## src/rtl/pea_pkg.sv

```systemverilog
// Shared types and constants for the PE array (PEA) and its context sequencer.
// Ports: none (package).
package pea_pkg;

    // Array geometry and per-PE configuration word width
    localparam int M             = 4;
    localparam int N             = 4;
    localparam int LOG_M         = 2;
    localparam int LOG_N         = 2;
    localparam int N_PE          = M * N;
    localparam int N_CFG_BITS_PE = 16;

    // Context sequencer defaults
    localparam int N_CTX_DEFAULT        = 4;
    localparam int DRAIN_CYCLES_DEFAULT = 2;
    localparam int ITER_W_DEFAULT       = 16;

    // One PE configuration word
    typedef logic [N_CFG_BITS_PE-1:0] pe_cfg_t;

    typedef enum logic [2:0] {
        IDLE,
        LOAD,
        RUN,
        DRAIN,
        DONE
    } ctx_state_t;

    // Width of a context index; never less than one bit
    function automatic int ctx_w(input int n);
        return (n > 1) ? $clog2(n) : 1;
    endfunction

endpackage

```

## src/rtl/pea_ctx_ctrl_if.sv

```systemverilog
// Host/config bus and PEA control bundle for the context sequencer.
// Ports (signals):
//   cfg_we_i / cfg_len_we_i / cfg_ctx_i / cfg_pe_i / cfg_wdata_i / cfg_len_i : context writes
//   cfg_err_o   : pulse, write rejected
//   start_i / n_ctx_i / abort_i : sequence control
//   iter_done_i : PEA iteration-complete pulse
//   pe_cfg_o / cfg_load_o / pea_en_o / ctx_idx_o / busy_o / done_o : sequencer outputs
// Modports: master drives the inputs of the sequencer, slave is the sequencer.
interface pea_ctx_ctrl_if
    import pea_pkg::*;
#(
    parameter int N_CTX  = N_CTX_DEFAULT,
    parameter int ITER_W = ITER_W_DEFAULT
);
    localparam int CTX_W  = ctx_w(N_CTX);
    localparam int NCTX_W = $clog2(N_CTX) + 1;

    logic                             cfg_we_i;
    logic                             cfg_len_we_i;
    logic [CTX_W-1:0]                 cfg_ctx_i;
    logic [LOG_M+LOG_N-1:0]           cfg_pe_i;
    pe_cfg_t                          cfg_wdata_i;
    logic [ITER_W-1:0]                cfg_len_i;
    logic                             cfg_err_o;
    logic                             start_i;
    logic [NCTX_W-1:0]                n_ctx_i;
    logic                             abort_i;
    logic                             iter_done_i;
    logic [N_PE*N_CFG_BITS_PE-1:0]    pe_cfg_o;
    logic                             cfg_load_o;
    logic                             pea_en_o;
    logic [CTX_W-1:0]                 ctx_idx_o;
    logic                             busy_o;
    logic                             done_o;

    modport master (
        output cfg_we_i, cfg_len_we_i, cfg_ctx_i, cfg_pe_i, cfg_wdata_i, cfg_len_i,
        output start_i, n_ctx_i, abort_i, iter_done_i,
        input  cfg_err_o, pe_cfg_o, cfg_load_o, pea_en_o, ctx_idx_o, busy_o, done_o
    );

    modport slave (
        input  cfg_we_i, cfg_len_we_i, cfg_ctx_i, cfg_pe_i, cfg_wdata_i, cfg_len_i,
        input  start_i, n_ctx_i, abort_i, iter_done_i,
        output cfg_err_o, pe_cfg_o, cfg_load_o, pea_en_o, ctx_idx_o, busy_o, done_o
    );

endinterface

```

## src/rtl/pea_ctx_store.sv

```systemverilog
// Context register file: N_CTX contexts of N_PE config words plus an iteration
// count per context. Single write port, combinational full-context read.
// Ports:
//   clk_i, rst_i      : clock, synchronous active-high reset (words 0, lengths 1)
//   we, len_we        : write a PE word / a context length (may coincide)
//   wr_ctx, wr_pe     : write target
//   wr_data, wr_len   : write data (length 0 is stored as 1)
//   rd_ctx            : read context select
//   rd_cfg, rd_len    : selected context words (PE k at [k*16 +: 16]) and length
module pea_ctx_store
    import pea_pkg::*;
#(
    parameter int N_CTX  = N_CTX_DEFAULT,
    parameter int ITER_W = ITER_W_DEFAULT,
    localparam int CTX_W = ctx_w(N_CTX)
) (
    input  logic                          clk_i,
    input  logic                          rst_i,
    input  logic                          we,
    input  logic                          len_we,
    input  logic [CTX_W-1:0]              wr_ctx,
    input  logic [LOG_M+LOG_N-1:0]        wr_pe,
    input  pe_cfg_t                       wr_data,
    input  logic [ITER_W-1:0]             wr_len,
    input  logic [CTX_W-1:0]              rd_ctx,
    output logic [N_PE*N_CFG_BITS_PE-1:0] rd_cfg,
    output logic [ITER_W-1:0]             rd_len
);

    pe_cfg_t           words [N_CTX][N_PE];
    logic [ITER_W-1:0] lens  [N_CTX];

    always_ff @(posedge clk_i) begin
        if (rst_i) begin
            for (int c = 0; c < N_CTX; c++) begin
                lens[c] <= ITER_W'(1);
                for (int k = 0; k < N_PE; k++) begin
                    words[c][k] <= '0;
                end
            end
        end else begin
            if (we && (int'(wr_ctx) < N_CTX)) begin
                words[wr_ctx][wr_pe] <= wr_data;
            end
            // A zero length would never terminate RUN, so clamp it to one iteration
            if (len_we && (int'(wr_ctx) < N_CTX)) begin
                lens[wr_ctx] <= (wr_len == '0) ? ITER_W'(1) : wr_len;
            end
        end
    end

    always_comb begin
        rd_cfg = '0;
        for (int k = 0; k < N_PE; k++) begin
            rd_cfg[k*N_CFG_BITS_PE +: N_CFG_BITS_PE] = words[rd_ctx][k];
        end
        rd_len = lens[rd_ctx];
    end

endmodule

```

## src/rtl/pea_ctx_ctrl.sv

```systemverilog
// Context sequencer for the MxN PEA. On start it walks contexts 0..n-1: loads
// each context's configuration, enables the array for its iteration count,
// drains DRAIN_CYCLES idle cycles, then moves on; finishes with a done pulse.
// Ports:
//   clk_i, rst_i : clock, synchronous active-high reset
//   bus          : pea_ctx_ctrl_if.slave (config bus, sequence control, PEA outputs)
// All outputs are registered.
module pea_ctx_ctrl
    import pea_pkg::*;
#(
    parameter int N_CTX        = N_CTX_DEFAULT,
    parameter int ITER_W       = ITER_W_DEFAULT,
    parameter int DRAIN_CYCLES = DRAIN_CYCLES_DEFAULT
) (
    input  logic           clk_i,
    input  logic           rst_i,
    pea_ctx_ctrl_if.slave  bus
);

    localparam int CTX_W = ctx_w(N_CTX);

    ctx_state_t                    state_q, state_d;
    logic [CTX_W-1:0]              ctx_q, last_q, last_d, load_ctx;
    logic [ITER_W-1:0]             iter_q, len_q;
    logic [15:0]                   drain_q;
    logic                          start_acc, wr_ok, iter_last, ctx_end;
    logic                          cfg_load_d, pea_en_d, busy_d, done_d, err_d;
    logic [N_PE*N_CFG_BITS_PE-1:0] rd_cfg;
    logic [ITER_W-1:0]             rd_len;

    // Writes only land in IDLE, and not in the cycle that starts a sequence
    pea_ctx_store #(.N_CTX(N_CTX), .ITER_W(ITER_W)) u_store (
        .clk_i   (clk_i),
        .rst_i   (rst_i),
        .we      (bus.cfg_we_i && wr_ok),
        .len_we  (bus.cfg_len_we_i && wr_ok),
        .wr_ctx  (bus.cfg_ctx_i),
        .wr_pe   (bus.cfg_pe_i),
        .wr_data (bus.cfg_wdata_i),
        .wr_len  (bus.cfg_len_i),
        .rd_ctx  (load_ctx),
        .rd_cfg  (rd_cfg),
        .rd_len  (rd_len)
    );

    always_comb begin
        start_acc = (state_q == IDLE) && bus.start_i && (bus.n_ctx_i != '0);
        wr_ok     = (state_q == IDLE) && !start_acc;
        // Context about to be loaded: 0 when starting, else the successor
        load_ctx  = (state_q == IDLE) ? '0 : CTX_W'(ctx_q + 1'b1);
        iter_last = bus.iter_done_i && (iter_q == len_q - 1'b1);
        ctx_end   = (ctx_q == last_q);
        if (int'(bus.n_ctx_i) > N_CTX) last_d = CTX_W'(N_CTX - 1);
        else                           last_d = CTX_W'(bus.n_ctx_i - 1'b1);
    end

    // State register
    always_ff @(posedge clk_i) begin
        if (rst_i) state_q <= IDLE;
        else       state_q <= state_d;
    end

    // Next-state logic; abort wins over everything outside IDLE
    always_comb begin
        state_d = state_q;
        if (state_q != IDLE && bus.abort_i) begin
            state_d = IDLE;
        end else begin
            case (state_q)
                IDLE:  if (start_acc) state_d = LOAD;
                LOAD:  state_d = RUN;
                RUN:   if (iter_last) begin
                           if (DRAIN_CYCLES == 0) state_d = ctx_end ? DONE : LOAD;
                           else                   state_d = DRAIN;
                       end
                DRAIN: if (drain_q == 16'(DRAIN_CYCLES - 1)) state_d = ctx_end ? DONE : LOAD;
                DONE:  state_d = IDLE;
                default: state_d = IDLE;
            endcase
        end
    end

    // Output decode: next values of the registered outputs
    always_comb begin
        cfg_load_d = (state_d == LOAD);
        pea_en_d   = (state_d == RUN);
        busy_d     = (state_d != IDLE);
        done_d     = (state_d == DONE);
        err_d      = (bus.cfg_we_i || bus.cfg_len_we_i) && !wr_ok;
    end

    // Sequencing counters and registered outputs
    always_ff @(posedge clk_i) begin
        if (rst_i) begin
            ctx_q          <= '0;
            last_q         <= '0;
            len_q          <= ITER_W'(1);
            iter_q         <= '0;
            drain_q        <= '0;
            bus.pe_cfg_o   <= '0;
            bus.cfg_load_o <= 1'b0;
            bus.pea_en_o   <= 1'b0;
            bus.busy_o     <= 1'b0;
            bus.done_o     <= 1'b0;
            bus.cfg_err_o  <= 1'b0;
        end else begin
            if (start_acc) last_q <= last_d;
            // LOAD lasts one cycle, so state_d == LOAD always marks the entering edge
            if (state_d == LOAD) begin
                ctx_q        <= load_ctx;
                len_q        <= rd_len;
                bus.pe_cfg_o <= rd_cfg;
            end
            if (state_q == LOAD)                                    iter_q <= '0;
            else if (state_q == RUN && bus.iter_done_i && !bus.abort_i) iter_q <= iter_q + 1'b1;
            drain_q        <= (state_q == DRAIN) ? drain_q + 1'b1 : '0;
            bus.cfg_load_o <= cfg_load_d;
            bus.pea_en_o   <= pea_en_d;
            bus.busy_o     <= busy_d;
            bus.done_o     <= done_d;
            bus.cfg_err_o  <= err_d;
        end
    end

    assign bus.ctx_idx_o = ctx_q;

endmodule

```

## src/flat_wrapper.sv

```systemverilog
// flat-port wrapper written by rule: the top's interface ports become plain ports
module pea_ctx_ctrl_flat import pea_pkg::*;
#(
    parameter int N_CTX        = N_CTX_DEFAULT,
    parameter int ITER_W       = ITER_W_DEFAULT,
    parameter int DRAIN_CYCLES = DRAIN_CYCLES_DEFAULT
)
  (clk_i, rst_i, bus_cfg_we_i, bus_cfg_len_we_i, bus_cfg_ctx_i, bus_cfg_pe_i, bus_cfg_wdata_i, bus_cfg_len_i, bus_start_i, bus_n_ctx_i, bus_abort_i, bus_iter_done_i, bus_cfg_err_o, bus_pe_cfg_o, bus_cfg_load_o, bus_pea_en_o, bus_ctx_idx_o, bus_busy_o, bus_done_o);
  pea_ctx_ctrl_if #(.N_CTX(N_CTX), .ITER_W(ITER_W)) bus_i ();
  input  logic clk_i;
  input  logic rst_i;
  input wire logic [$bits(bus_i.cfg_we_i)-1:0] bus_cfg_we_i;
  input wire logic [$bits(bus_i.cfg_len_we_i)-1:0] bus_cfg_len_we_i;
  input wire logic [$bits(bus_i.cfg_ctx_i)-1:0] bus_cfg_ctx_i;
  input wire logic [$bits(bus_i.cfg_pe_i)-1:0] bus_cfg_pe_i;
  input wire logic [$bits(bus_i.cfg_wdata_i)-1:0] bus_cfg_wdata_i;
  input wire logic [$bits(bus_i.cfg_len_i)-1:0] bus_cfg_len_i;
  input wire logic [$bits(bus_i.start_i)-1:0] bus_start_i;
  input wire logic [$bits(bus_i.n_ctx_i)-1:0] bus_n_ctx_i;
  input wire logic [$bits(bus_i.abort_i)-1:0] bus_abort_i;
  input wire logic [$bits(bus_i.iter_done_i)-1:0] bus_iter_done_i;
  output wire logic [$bits(bus_i.cfg_err_o)-1:0] bus_cfg_err_o;
  output wire logic [$bits(bus_i.pe_cfg_o)-1:0] bus_pe_cfg_o;
  output wire logic [$bits(bus_i.cfg_load_o)-1:0] bus_cfg_load_o;
  output wire logic [$bits(bus_i.pea_en_o)-1:0] bus_pea_en_o;
  output wire logic [$bits(bus_i.ctx_idx_o)-1:0] bus_ctx_idx_o;
  output wire logic [$bits(bus_i.busy_o)-1:0] bus_busy_o;
  output wire logic [$bits(bus_i.done_o)-1:0] bus_done_o;
  assign bus_i.cfg_we_i = bus_cfg_we_i;
  assign bus_i.cfg_len_we_i = bus_cfg_len_we_i;
  assign bus_i.cfg_ctx_i = bus_cfg_ctx_i;
  assign bus_i.cfg_pe_i = bus_cfg_pe_i;
  assign bus_i.cfg_wdata_i = bus_cfg_wdata_i;
  assign bus_i.cfg_len_i = bus_cfg_len_i;
  assign bus_i.start_i = bus_start_i;
  assign bus_i.n_ctx_i = bus_n_ctx_i;
  assign bus_i.abort_i = bus_abort_i;
  assign bus_i.iter_done_i = bus_iter_done_i;
  assign bus_cfg_err_o = bus_i.cfg_err_o;
  assign bus_pe_cfg_o = bus_i.pe_cfg_o;
  assign bus_cfg_load_o = bus_i.cfg_load_o;
  assign bus_pea_en_o = bus_i.pea_en_o;
  assign bus_ctx_idx_o = bus_i.ctx_idx_o;
  assign bus_busy_o = bus_i.busy_o;
  assign bus_done_o = bus_i.done_o;
  pea_ctx_ctrl #(.N_CTX(N_CTX), .ITER_W(ITER_W), .DRAIN_CYCLES(DRAIN_CYCLES)) u_core (.clk_i(clk_i), .rst_i(rst_i), .bus(bus_i));
endmodule
```

## config.mk

```make
export PLATFORM = sky130hd
export DESIGN_NAME = pea_ctx_ctrl_flat
export DESIGN_NICKNAME = d
export VERILOG_FILES = /design/src/rtl/pea_pkg.sv /design/src/rtl/pea_ctx_ctrl_if.sv /design/src/rtl/pea_ctx_store.sv /design/src/rtl/pea_ctx_ctrl.sv /design/src/flat_wrapper.sv
export SDC_FILE = /design/constraint.sdc
export NUM_CORES = 2
export LEC_CHECK = 0
export CAP_MARGIN = 20
export CORE_ASPECT_RATIO = 0.6
export CORE_UTILIZATION = 55
export CTS_CLUSTER_DIAMETER = 80
export CTS_CLUSTER_SIZE = 25
export DETAILED_ROUTE_END_ITERATION = 10
export GPL_TIMING_DRIVEN = 0
export PLACE_DENSITY = 0.74
export SLEW_MARGIN = 40
export SYNTH_ARGS = -nofsm -noshare
export SYNTH_HDL_FRONTEND = slang
export SYNTH_SLANG_ARGS = --single-unit
```

## constraint.sdc

```tcl
create_clock -name clk_i -period 4.9 [get_ports clk_i]
set_input_delay 0.98 -clock clk_i [delete_from_list [all_inputs] [get_ports clk_i]]
set_output_delay 0.98 -clock clk_i [all_outputs]
set_load 0.005 [all_outputs]
```

==> summary.txt <==
STA
  • Final Setup Violations: 0
  • Fin. max-slew vios: 0
  • Post-route minimum period: 4.65 ns
  • Worst slew pin tran: 0.941 ns
  • Final worst slack: 0.253 ns
  • RSZ-0062 raised after global routing: no
  • Final Hold Slack: 0.462 ns
  • Final Cycle Share: 0.948
  • Highest clock rate: 0.215 GHz
  • Final hold vios: 0
  • Rel. slew slack: 0.372
  • Skew final: 0.0441 ns

Clocking
  • Worst-path clk slew: ~0.10 ns
  • CTS sink cnt: 1404
  • CTS resizes: 0
  • Worst skew pair latency: 0.74 ns
  • CTS Buf Count: 66
  • CTS max path bufs: 3
  • Clock root buffer master: clkbuf_16
  • H-tree levels: 3
  • TritonCTS clock tree: yes
  • CTS Hold Buffers Added: 0
  • Post-CTS Setup Bufs: 0

Yosys
  • Cells after Synth: 5858
  • Syn. warnings: 0
  • Top-area cell type share of the netlist area: 0.527
  • Async S/R FF share, synth: 0
  • Cell Area, Synth: 62000 sq um
  • XOR/XNOR Fraction of Synth Area: 0.00692
  • Combinational family with the most area after synthesis: simple AND/OR/NAND/NOR gates
  • Adder-Cell Fraction of Synth Area: 0.00101
  • Average size of a mapped cell: 10.6 sq um
  • Seq/Total Area, Yosys: 0.629
  • Post-synth EDFFs: 1088
  • Post-synth top cells: nand2_1, edfxtp_1, and2_1, nand3_1, clkbuf_1
  • Most frequent cell after synthesis: nand2_1
  • Seq cells post-synth: 1404
  • Synthesized Nets: 5911
  • Cell taking the most area after synthesis: edfxtp_1
  • Unique masters post-synth: 52
  • Multiplexer share of the synthesized area: 0.0444
  • Simple-Gate Fraction of Synth Area: 0.275
  • Predominant post-synthesis flop cell: edfxtp_1
  • Compound-Gate Fraction of Synth Area: 0.00949
  • Top post-synthesis cells by area: edfxtp_1, and2_1, dfxtp_1

Setup path
  • Critical path startpoint category: input port
  • Worst Path Arrival: 5.23 ns
  • CP Cell Sequence: clkdlybuf4s50_1 -> inv_1 -> ha_1 -> nand2b_1 -> a211oi_2 -> nand2_1 -> nor3_1 -> nand3_1 -> nor2_1 -> clkbuf_1 -> and2_1
  • Max stage delay on crit path: 0.78 ns
  • CP max FO: 10
  • CP Class: input port to flop
  • Critical R2R Launch: u_core.state_q[1]$_SDFF_PP0_
  • CP delay by family, top: simple AND/OR/NAND/NOR gates
  • Crit path required time: 5.48 ns
  • CP endpoint kind: flop
  • Slowest CP cell: nor2_1
  • Worst Setup SP: bus_n_ctx_i[0]
  • Worst Path Buf+Inv: 3

Final layout
  • Area of the multi-input gates: 21400 sq um
  • Fillers: 8764
  • Final Cell Area: roughly 70000 sq um
  • Final #Nets: 6326
  • Final Util: 0.635
  • Share of layout cells above drive strength 1: 0.0596
  • Register area: 39000 sq um
  • Synth-to-Final Area Change: 13.4%

Floorplan
  • Chip width: 435 microns
  • Initial Utilization: 0.560
  • Standard-cell rows: 94
  • Die H: 262 microns
  • Die area: between 100000 and 150000 sq um
  • Core area: 111000 sq um
  • I/O pin cnt: 311

GRT
  • Largest net degree at the start of global routing: 27
  • Total track usage: 0.369
  • Vias in the first global route: 42600
  • Initial antenna violation count: 45
  • First-pass GRT wire length: 298 mm
  • Overflow after GRT: 0

Route
  • Final WL: 216 mm
  • DRC: 0
  • Detailed Route Iter0 Violations: 8877
  • First-pass detailed-route iteration total: 10
  • Via Count: roughly 48000
  • Post-DR wirelength/cell: 27.4 microns
  • Mean number of vias per cell: 6.10
  • Antenna-violating nets left: 0

Placed design
  • # port buffers: 294
  • HPWL Detailed: about 150 mm
  • DP Area: 68200 sq um
  • Gp weighted congestion: between 1 and 1.5
  • Dpl ws: -0.213 ns

Status
  • Status: complete, no violations

Pwr
  • Overall power: 0.0245 W
  • Worst vdd ir: 222 uV
  • LEAKAGE: 27.2 nW
  • PwrDens: 349 nW/um^2

Job
  • Max Cap Viol: 0

Hold path
  • Min-delay worst type: flop to flop
  • HP Start: u_core.bus.pe_cfg_o[183]$_SDFFE_PP0N_
-- path summary, 6_finish.rpt --
kind | endpoint | cells after the start | slack (ns)
worst min-delay path | u_core.bus.pe_cfg_o[183]$_SDFFE_PP0N_ | 2 | 0.46
worst max register to register | u_core.u_store.words[1][206]$_SDFFCE_PN0P_ | 9 | 0.37
worst max-delay path | u_core.u_store.words[1][206]$_SDFFCE_PN0P_ | 11 | 0.25
worst min register to register | u_core.bus.pe_cfg_o[183]$_SDFFE_PP0N_ | 2 | 0.46
-- routing by layer --
metal | track usage | vias to the layer above | part of all wire
met1 | 0.524 | 22900 | 0.38
met5 | 0.00524 | - | 0.0010
met3 | 0.129 | 630 | 0.16
li1 | - | 20600 | -
met2 | 0.503 | 3866 | 0.40
met4 | 0.177 | 18 | 0.053
-- report_power, final --
part | internal (W) | switching, W
Sequential | 0.0133 | 0.000270
Combinational | 0.00137 | 0.00283
Clock | 0.00281 | 0.00391
Total | 0.0175 | 0.00701
-- tightest hold or removal path, stage by stage (launching register included) --
cell and delay [ns]:
dfxtp_1 0.32, nand2_1 0.05, mux2i_1 0.05
-- final cells by class --
type                            count  share of cell area
Antenna cell                       56             0.00199
Buffer                            482              0.0313
Clock buffer                      115              0.0276
Clock inverter                      5            0.000872
Inverter                           25             0.00133
Multi-Input combinational cell   3947               0.304
Sequential cell                  1404               0.555
Tap cell                         1488              0.0265
Timing Repair Buffer              347              0.0519
-- logic make-up after synthesis --
| logic type | after synthesis |
|---|---|
| AO/OA/AOI/OAI | 103 |
| buffers and inverters | 507 |
| flip-flops | 1404 |
| XOR/XNOR | 49 |
| multiplexers | 275 |
| adder cells (fa/ha/maj) | 5 |
| AND/OR/NAND/NOR | 3515 |
-- registers in the layout (all words and copies together), names as in the netlist, 2 cells and up --
register              flops
u_core.last_q             2
u_core.drain_q           16
u_core.u_store.words   1024
u_core.bus.pe_cfg_o     256
u_core.len_q             16
u_core.state_q            3
u_core.iter_q            16
u_core.bus.ctx_idx_o      2
u_core.u_store.lens      64
-- metrics by stage --
step | TNS, ns | std cells
after global placement | -1286.41 | 7640
after floorplan | 0 | 5858
after CTS | 0 | 7813
final | 0 | 7869
after global routing | 0 | 7826
after detailed placement | -12.53 | 7693
-- cell usage in the layout, fill, tap and decap left out, drive strengths merged, types with 15 or more instances in the layout --
master / count
a21oi: 15
and2: 1028
buf: 115
clkbuf: 535
clkdlybuf4s50: 294
dfxtp: 316
diode: 56
edfxtp: 1088
inv: 27
mux2i: 274
nand2: 1419
nand3: 828
nor2: 162
o21ai: 71
xnor2: 18
xor2: 31
Note: power is estimated with default switching activity, not from simulation.
